File: config.mk
export PLATFORM = sky130hd
export DESIGN_NAME = uart_rx
export DESIGN_NICKNAME = d
export VERILOG_FILES = /design/src/rtl/uart_rx.sv
export SDC_FILE = /design/constraint.sdc
export NUM_CORES = 1
export LEC_CHECK = 0
export BUFFER_PORTS_ARGS = -buffer_cell sky130_fd_sc_hd__buf_2
export CAP_MARGIN = 5
export CORE_ASPECT_RATIO = 1.4
export CORE_MARGIN = 2
export CORE_UTILIZATION = 60
export CTS_BUF_LIST = sky130_fd_sc_hd__clkbuf_16
export CTS_CLUSTER_SIZE = 14
export DETAILED_ROUTE_END_ITERATION = 16
export PLACE_DENSITY_LB_ADDON = 0.25
export SYNTH_ARGS = -nofsm -noshare
export SYNTH_HDL_FRONTEND = slang
export SYNTH_SLANG_ARGS = --single-unit
File: constraint.sdc
create_clock -name clk -period 3.75 [get_ports clk]
set_input_delay 0.375 -clock clk [delete_from_list [all_inputs] [get_ports clk]]
set_output_delay 0.375 -clock clk [all_outputs]
set_load 0.05 [all_outputs]
File: src/rtl/uart_rx.sv
// 8N1 UART receiver: synchronized, oversampled RX line with start/stop
// validation, 1-entry valid/ready output, framing-error and overrun pulses.
//
// Ports:
//   clk, nrst         clock and synchronous active-low reset
//   bit_period        clk cycles per bit, latched at start-bit detect
//   serial_in         async RX line, idle high
//   data, valid       received byte and its valid flag
//   ready             consumer accepts data when valid && ready
//   frame_err         1-cycle pulse: stop bit sampled low
//   overrun           1-cycle pulse: byte dropped, output full
//   busy              receiver not idle
module uart_rx #(
  parameter int CNT_W   = 16,
  parameter int SYNC_FF = 2
) (
  input  logic             clk,
  input  logic             nrst,
  input  logic [CNT_W-1:0] bit_period,
  input  logic             serial_in,
  output logic [7:0]       data,
  output logic             valid,
  input  logic             ready,
  output logic             frame_err,
  output logic             overrun,
  output logic             busy
);

  typedef enum logic [2:0] {
    S_IDLE,
    S_START,
    S_DATA,
    S_STOP,
    S_BREAK
  } state_t;

  state_t             r_state;
  logic [SYNC_FF-1:0] r_sync;
  logic [CNT_W-1:0]   r_bp;
  logic [CNT_W-1:0]   r_cnt;
  logic [2:0]         r_bit;
  logic [7:0]         r_shift;
  logic               r_dlv;
  logic               r_fe;
  logic               r_ov;
  logic [7:0]         r_data;
  logic               r_valid;

  logic               w_rx;
  logic [CNT_W-1:0]   w_half;
  logic [CNT_W-1:0]   w_full;

  assign w_rx   = r_sync[SYNC_FF-1];
  assign w_half = (r_bp >> 1) - CNT_W'(1);
  assign w_full = r_bp - CNT_W'(1);

  // Preset to idle-high so reset never looks like a start bit.
  always_ff @(posedge clk) begin
    if (!nrst) begin
      r_sync <= '1;
    end else begin
      r_sync <= {r_sync[SYNC_FF-2:0], serial_in};
    end
  end

  always_ff @(posedge clk) begin
    if (!nrst) begin
      r_state <= S_IDLE;
      r_bp    <= '0;
      r_cnt   <= '0;
      r_bit   <= '0;
      r_shift <= '0;
      r_dlv   <= 1'b0;
      r_fe    <= 1'b0;
    end else begin
      r_dlv <= 1'b0;
      r_fe  <= 1'b0;
      case (r_state)
        S_IDLE: begin
          if (!w_rx) begin
            r_state <= S_START;
            r_bp    <= bit_period;
            r_cnt   <= '0;
          end
        end
        S_START: begin
          if (r_cnt == w_half) begin
            r_cnt   <= '0;
            r_bit   <= '0;
            r_state <= w_rx ? S_IDLE : S_DATA;
          end else begin
            r_cnt <= r_cnt + CNT_W'(1);
          end
        end
        S_DATA: begin
          if (r_cnt == w_full) begin
            r_cnt   <= '0;
            // LSB arrives first, so shift in from the top.
            r_shift <= {w_rx, r_shift[7:1]};
            r_bit   <= r_bit + 3'd1;
            if (r_bit == 3'd7) r_state <= S_STOP;
          end else begin
            r_cnt <= r_cnt + CNT_W'(1);
          end
        end
        S_STOP: begin
          if (r_cnt == w_full) begin
            r_cnt <= '0;
            if (w_rx) begin
              r_dlv   <= 1'b1;
              r_state <= S_IDLE;
            end else begin
              r_fe    <= 1'b1;
              r_state <= S_BREAK;
            end
          end else begin
            r_cnt <= r_cnt + CNT_W'(1);
          end
        end
        S_BREAK: begin
          if (w_rx) r_state <= S_IDLE;
        end
        default: r_state <= S_IDLE;
      endcase
    end
  end

  // r_shift is untouched for at least half a bit after delivery,
  // so it can be loaded one cycle after the stop sample.
  always_ff @(posedge clk) begin
    if (!nrst) begin
      r_data  <= '0;
      r_valid <= 1'b0;
      r_ov    <= 1'b0;
    end else begin
      r_ov <= 1'b0;
      if (r_dlv) begin
        if (!r_valid || ready) begin
          r_data  <= r_shift;
          r_valid <= 1'b1;
        end else begin
          r_ov <= 1'b1;
        end
      end else if (r_valid && ready) begin
        r_valid <= 1'b0;
      end
    end
  end

  assign data      = r_data;
  assign valid     = r_valid;
  assign frame_err = r_fe;
  assign overrun   = r_ov;
  assign busy      = (r_state != S_IDLE);

endmodule

==> Word level (Yosys, flattened, before mapping) <==
Index checks and enable logic that the tools add are counted.
{ "word_totals": {"regBits": 60, "out_inout_bits": 12} }
{ "op_classes": {"n_addsub": 4, "eq_ne": 14, "mux": 22, "bitwise": 1, "n_reduce_logical": 18} }
{ "op_table": {"columns": ["cell", "n"], "rows": [
  ["2-to-1 mux 16 bit", 3],
  ["one-hot mux 16 bit (3 select lines)", 1],
  ["equality test 16 bit", 2],
  ["2-to-1 mux 3 bit", 9],
  ["adder 16 x 1 -> 16 bit (second input constant)", 1],
  ["subtractor 15 x 1 -> 16 bit (second input constant)", 1],
  ["subtractor 16 x 1 -> 16 bit (second input constant)", 1],
  ["one-hot mux 3 bit (5 select lines)", 1],
  ["inequality test 2 bit (second input constant)", 6],
  ["AND reduction 2 bit", 6],
  ["equality test 3 x 2 -> 1 bit (second input constant)", 2],
  ["equality test 3 bit (second input constant)", 2],
  ["2-to-1 mux 1 bit", 6],
  ["one-hot mux 3 bit (2 select lines)", 1],
  ["AND reduction 3 bit", 2],
  ["AND reduction 6 bit", 1],
  ["nonzero test 3 bit", 2],
  ["nonzero test 2 bit", 2],
  ["adder 3 x 1 -> 3 bit (second input constant)", 1],
  ["equality test 3 x 1 -> 1 bit (second input constant)", 1],
  ["logical NOT 3 bit", 1],
  ["2-to-1 mux 2 bit", 1],
  ["inequality test 2 x 1 -> 1 bit (second input constant)", 1],
  ["OR reduction 2 bit", 1],
  ["other kinds (4)", 4]
]} }

==> Longest topological paths before layout <==
Gate-level depths: netlist of the first run.
{ "depth": {"depth_word": 4, "ltp_mapped": 13, "depth_no_buf": 10} }

==> Worst setup path after synthesis of the first run <==
OpenSTA, ideal clock, no wires.
{ "synth_path": {"path_kind": "register to register", "startpoint": "register r_bp[2]", "endpoint": "register r_cnt[6]", "arrival_time_ns": 2.643, "path_slack_ns": 0.981, "path_stages_with_launch": 14, "path_buffers": 3, "cell_sequence": "dfxtp_1 -> clkbuf_1 -> inv_1 -> ha_1 -> or3b_1 -> buf_2 -> nor4_2 -> mux2i_1 -> o211ai_1 -> o2111ai_2 -> nor2b_4 -> buf_4 -> o211ai_1 -> nand3_1"} }
{ "synth_via": {"elab_chain_cells": 4, "elab_cells_between_ends": 7, "cone_classes": "add/sub: 2; eq/ne: 2; mux: 3"} }
{ "synth_rtl": {"columns": ["element", "line", "text"], "rows": [
  ["start, declared", "39", "logic [CNT_W-1:0] r_bp;"],
  ["start signal, assigned", "82", "r_bp <= bit_period;"],
  ["subtractor 16 x 1 -> 16 bit / subtractor 15 x 1 -> 16 bit (equally long branches)", "55, 54", null],
  ["equality test 16 bit (on tied branches)", "96, 107, 87", null],
  ["2-to-1 mux 16 bit (on tied branches)", "96, 107, 87", null],
  ["one-hot mux 16 bit (3 select lines) (*)", "78", "case (r_state)"],
  ["end signal, assigned", "92", "r_cnt <= r_cnt + CNT_W'(1);"],
  ["end signal, assigned", "103", "r_cnt <= r_cnt + CNT_W'(1);"],
  ["end signal, assigned", "117", "r_cnt <= r_cnt + CNT_W'(1);"],
  ["end, declared", "40", "logic [CNT_W-1:0] r_cnt;"]
]} }
Every way passes the cells marked *; elsewhere a longest branch is shown, timed or not.
A chain may end at the register's enable or synchronous reset.

==> Worst setup path in the final report of the first run <==
{ "layout_path": {"startpoint": "register r_bp[1]", "endpoint": "register r_cnt[14]"} }
The elaborated chain is that of the path after synthesis.

==> results.md, run 1 <==
- Post-route cell area: 0.00423 mm2
- Synth Register Bits: 60
- Core ar.: 0.00621 mm2
- Clock Latency Late Sink: 330 ps
- Layout Nets: 526
- Worst hold endpoint: r_sync[0]
- Worst r2r src: r_bp[1]
- Area Growth Syn to Fin: 9.46%
- Clk root buf: clkbuf_16
- Peak supply drop: 301 uV
- Layout cells sized above 1: 13.3%
- CP Data Required Time: 4000 ps
- Final Skew: 6.42 ps
- CTS clk-pin slew, worst paths: 60 ps
- Max-slew violations: 0
- GP Congestion: 0.901
- Routed len/inst: 15.8 um
- CTS Buf Count: 9
- Via count: 3565
- Worst r2r path cells: 10
- Fmax: 315 MHz
- Final global-route overflow total: 0
- Yosys warns: 0
- Hold Crit Class: input pin to flip-flop
- Routed vias/inst: 6.18
- Post-CTS Repair Setup Buffers: 0
- Power, Total: 1.72 mW
- Post-cts sizing count: 0
- DR iter-0 viols: 187
- Sequential Power Share: 38.8%
- Clk sink count: 60
- # hold bufs at CTS: 0
- Finished Layout Cells: 577
- RSZ-0062 raised after global routing: false
- Comb pwr share: 11.4%
- Hold path startpoint: serial_in
- Number of flops mapped to enable cells by yosys: 0
- Worst hold path depth: 2
- Top_reg_cell synth: dfxtp_1
- Mean Syn Cell Area: 7.72 um2
- Startpoint Class: flip-flop
- Crit path capture type: flip-flop
- Outcome: finished, final reports clean
- Crit path kind: flip-flop to flip-flop
- DRT antenna net count: 0
- Drt first pass iters: 5
- DRC Markers: 0
- Pint: 1.30 mW
- FF-to-FF End: r_cnt[14]
- CP Max Fanout: 20
- Mapped cell area: 0.00386 mm2
- Setup TNS: 0 ps
- Final core occ: 68.1%
- Pin count of the biggest net entering global routing: 40
- Pwr dens: 408 mW/mm2
- Clock Power Share: 49.8%
- Reg2reg setup slack: 580 ps
- Worst slew margin: 34.9%
- Htree depth: 3
- Synth area leader: dfxtp_1
- Initial antenna violation count: 0
- Die Ht: 98.9 um
- Synth cell types: 62
- Global-route wire length before repair: 15200 um
- Total of max-cap violations: 0
- CP Data Arrival Time: 3420 ps
- Asr flop ratio synth: 0%
- Starting Density: 62.2%
- Final setup fails: 0
- Clock Path Buffers: 2
- Placed insts: 562
- IO Count: 32
- DP Area: 0.00392 mm2
- Die Area: 0.00710 mm2
- Sequential area share after synthesis: 31.1%
- N_diodes: 0
- WL final: 9120 um
- Net switching power figure: 0.423 mW
- Switching share of power: 24.5%
- Post-Syn Nets: 525
- Minimum clock period: 3170 ps
- Core Rows: 34
- Top-area cell type share of the netlist area: 31.1%
- Final period util: 84.6%
- I/O Buffers: 31
- P_leak: 1.83 nW
- Total track usage: 26.9%
- Final HPWL DP: 6440 um
- Hold Fails Final Rpt: 0
- Worst-margin pin slew: 973 ps
- Syn Inst Count: 500
- Die W: 71.8 um
- Area contributors post-synth: dfxtp_1 (31%), nand2_1 (7.7%), mux2i_1 (5.4%), nor2_1 (5.0%), xor2_1 (4.5%)
- Vias in the first global route: 3417
- CTS tree: built
-- Yosys cell counts (10+ instances only) --
master / number
xor2_1: 20
nor2b_1: 10
a21oi_1: 25
dfxtp_1: 60
nand2_1: 79
nor2_1: 51
nand3_1: 12
xnor2_1: 11
nor3_1: 14
inv_1: 11
clkbuf_1: 31
mux2i_1: 21
-- final cells by class --
class / instances / area [um2]
inverter: 11 / 41.3
multi-input combinational: 385 / 2410
tap: 72 / 90.1
fill: 524 / 1980
sequential: 60 / 1200
clock buffer: 9 / 225
timing repair buffer: 34 / 178
clock inverter: 6 / 80.1
-- cell usage in the layout (no fill, tap or decap), types with 3 or more instances in the layout --
| cell | instances |
|---|---|
| and2_1 | 6 |
| mux2i_1 | 21 |
| ha_1 | 5 |
| nand4_1 | 9 |
| clkbuf_16 | 9 |
| nand2_1 | 79 |
| o31ai_1 | 3 |
| or3_1 | 9 |
| nor2b_1 | 10 |
| nor3_1 | 14 |
| and3_1 | 5 |
| dfxtp_1 | 60 |
| nand3b_1 | 4 |
| buf_4 | 3 |
| or4_1 | 7 |
| a31oi_1 | 3 |
| nor4_1 | 6 |
| nor2_1 | 51 |
| xor2_1 | 20 |
| or2_2 | 3 |
| nor4_2 | 3 |
| o211ai_1 | 7 |
| buf_2 | 31 |
| o22ai_1 | 5 |
| o21ai_0 | 9 |
| nand2b_1 | 7 |
| nand3_1 | 12 |
| a21oi_1 | 25 |
| and4_1 | 3 |
| o221ai_1 | 9 |
| xnor2_1 | 11 |
| inv_1 | 11 |
-- sequential cells by signal, indices dropped and copies added (netlist names) --
| register | flops |
|---|---|
| r_bit | 3 |
| overrun | 1 |
| r_shift | 8 |
| r_cnt | 16 |
| r_sync | 2 |
| data | 8 |
| r_state | 3 |
| frame_err | 1 |
| r_dlv | 1 |
| r_bp | 16 |
| valid | 1 |
-- worst max-delay path: stages, from the launching register on --
cell       delay (ps)
dfxtp_1           370
inv_1             100
ha_1              290
or3b_1            530
nor4_2            470
mux2i_1           240
o211ai_1          120
o2111ai_2         130
nor2b_4           470
o21ai_1           160
o211ai_1          210
-- power by group through the flow --
stage	clock, mW	combinational [mW]	sequential [mW]
after floorplan	0	0.170	0.666
after global placement	0	0.189	0.681
after detailed placement	0	0.193	0.681
after CTS	0.868	0.195	0.668
after global routing	0.897	0.216	0.669
final	0.860	0.197	0.668
-- worst max path at each step --
stage / startpoint / to / cells past startpoint
3_5_place_dp: r_bp[2] / r_cnt[14] / 10
6_report: r_bp[1] / r_cnt[14] / 10
5_1_grt: r_bp[1] / r_cnt[14] / 10
3_3_place_gp: r_bp[0] / r_state[0] / 11
2_1_floorplan: r_bp[2] / r_cnt[6] / 13
4_1_cts: r_bp[1] / r_cnt[14] / 10
-- metal layers --
layer  vias to the layer above  GRT usage [%]  part of all wire, %
li1                       1757              -                    -
met5                         -              0                    0
met1                      1673           30.4                   41
met3                        24           5.73                  4.7
met2                       111           47.6                   51
met4                         0           12.2                  2.9
-- stage by stage --
| stage | hold WS [ps] | setup slack (ps) |
|---|---|---|
| 6_report | 231 | 577 |
| 5_1_grt | 224 | 294 |
| 4_1_cts | 222 | 587 |
| 3_5_place_dp | 392 | 608 |
| 3_3_place_gp | 391 | 697 |
| 2_1_floorplan | 386 | 981 |
-- cell families after synthesis --
group           after synthesis  synth area share (%)
xor+xnor                     31                  7.03
compound gates               81                  14.6
mux                          23                  6.03
buf+inv                      55                  6.45
flops                        60                  31.1
simple gates                245                  33.1
fa+ha+maj                     5                  1.62
Note: power is estimated with default switching activity, not from simulation.
==> run 2: changes to the inputs <==
Clock period 3.75 ns to 3.09 ns, I/O delays scaled along.
==> run 2 against run 1 <==
  * Maximum frequency grew 9.8%
  * Via count grew 2.9%
  * Setup slack lost 380 ps
  * Worst hold slack lost 73 ps
  * Global-route usage grew 0.97 points
  * Core utilization grew 2.2 points
  * Clock power grew 15%
  * Cell count grew 3.3%
  * Final area grew 3.2%
  * Critical path type unchanged
  * Largest cell class unchanged
==> results.md, run 2 (synthesis gave the netlist of run 1 again) <==
- Die Area: 0.00710 mm2
- WL final: 9290 um
- Final HPWL DP: 6580 um
- Pwr dens: 472 mW/mm2
- Die W: 71.8 um
- Pint: 1.52 mW
- Outcome: finished, final reports clean
- Met3 Resource Use GR: 5.93%
- Core ar.: 0.00621 mm2
- Setup TNS: 0 ps
- Fmax: 346 MHz
- Crit-path most repeated cell: buf_4
- Met1 Use GR: 30.1%
- RSZ-0062 raised after global routing: false
- Sequential Power Share: 39.0%
- Peak supply drop: 378 uV
- Crit-path max cell delay: 630 ps
- Most frequent cells in the layout: nand2_1 (79), dfxtp_1 (60), nor2_1 (51)
- Worst slew margin: 42.2%
- Clock Path Buffers: 2
- DR iter-0 viols: 220
- Die Ht: 98.9 um
- Pin count of the biggest net entering global routing: 41
- Drt first pass iters: 5
- Clk sink count: 60
- Clk root buf: clkbuf_16
- Worst r2r path cells: 10
- Final period util: 93.5%
- Clock Power Share: 48.1%
- Via count: 3670
- P_leak: 1.93 nW
- Cell depth of the worst setup path: 10
- Biggest regs: r_bp: 16 flops, r_cnt: 16 flops
- Startpoint Class: flip-flop
- CTS Buf Count: 9
- DRT antenna net count: 0
- Worst hold path depth: 2
- Minimum clock period: 2890 ps
- Commonest non-fill, non-tap cell in the layout: nand2_1
- Total of max-cap violations: 0
- DRC Markers: 0
- Final global-route overflow total: 0
- Post-route cell area: 0.00436 mm2
- Worst-margin pin slew: 864 ps
- Crit path kind: flip-flop to flip-flop
- Global-route wire length before repair: 15800 um
- Reg2reg setup slack: 200 ps
- Total track usage: 27.9%
- Worst path bufs/invs: 2
- Max-slew violations: 0
- Routed len/inst: 15.6 um
- Initial antenna violation count: 0
- CP cell instances: buf_4 -> or4b_1 -> o31a_1 -> o21ai_0 -> a21oi_1 -> or2_1 -> a21boi_1 -> buf_4 -> o21ai_1 -> o211ai_1
- Vias in the first global route: 3528
- Htree depth: 3
- Crit path capture type: flip-flop
- Met2 Track Usage GR: 50.1%
- Core Rows: 34
- Hold Fails Final Rpt: 0
- Comb pwr share: 12.9%
- Clock Latency Late Sink: 330 ps
- DP Area: 0.00406 mm2
- Area Growth Syn to Fin: 13.0%
- CP Data Arrival Time: 3140 ps
- N_diodes: 0
- CP Data Required Time: 3340 ps
- Switching share of power: 26.2%
- Fill count: 512
- Final Skew: 4.81 ps
- Final setup fails: 0
- Net switching power figure: 0.540 mW
- CP Max Fanout: 15
- CTS tree: built
- Layout cells sized above 1: 16.8%
- CTS clk-pin slew, worst paths: 60 ps
- IO Count: 32
- Crit-path slowest cell: or4b_1
- Layout Nets: 544
- Gr busiest metal: met2
- I/O Buffers: 31
- Hold Crit Class: input pin to flip-flop
- Worst hold slack: 158 ps
- GP Congestion: 0.915
- Delay-heaviest family, CP: compound AO/OA/AOI/OAI gates
- Routed vias/inst: 6.16
- Starting Density: 62.2%
==> run 2: final timing paths <==
check	startpoint	end
hold / removal	serial_in	r_sync[0]
setup reg to reg	r_bp[0]	r_cnt[14]
hold reg to reg	r_sync[0]	r_sync[1]
setup / recovery	r_bp[0]	r_cnt[14]
==> run 2: power groups by stage <==
stage | logic, mW | registers, mW | clock network (mW)
floorplan | 0.206 | 0.808 | 0
global placement | 0.249 | 0.818 | 0
detailed placement | 0.254 | 0.819 | 0
CTS | 0.257 | 0.802 | 1.00
global route | 0.294 | 0.804 | 1.03
finish | 0.265 | 0.802 | 0.991
==> run 2: timing repair <==
item	in CTS	in global routing
hold buffers	0	0
setup buffers	0	0
resized for setup	0	2
setup endpoints to repair	0	14
endpoints found under the hold margin	0	0
==> run 2: cell type report <==
| cell class | count | area (um2) | share of cell area (%) |
|---|---|---|---|
| flip-flops and latches | 60 | 1200 | 27.5 |
| repair buffers | 52 | 313 | 7.17 |
| clock inverters | 7 | 68.8 | 1.58 |
| well taps | 72 | 90.1 | 2.07 |
| clock buffers | 9 | 225 | 5.16 |
| inverters | 11 | 41.3 | 0.947 |
| multi-input cells | 385 | 2420 | 55.5 |
==> run 2: routing by layer <==
metal / routed length (um) / part of all wire (%)
met5: 0 / 0
met1: 3630 / 39
met3: 425 / 4.6
met2: 4830 / 52
met4: 402 / 4.3
==> run 2: through the flow <==
step	power (mW)	setup slack [ps]	std cells	util, %
2_1_floorplan	1.01	321	500	-
3_3_place_gp	1.07	248	580	65.3
4_1_cts	2.06	126	596	70.0
6_report	2.06	202	596	70.2
3_5_place_dp	1.07	134	580	65.3
5_1_grt	2.13	15.9	596	70.2
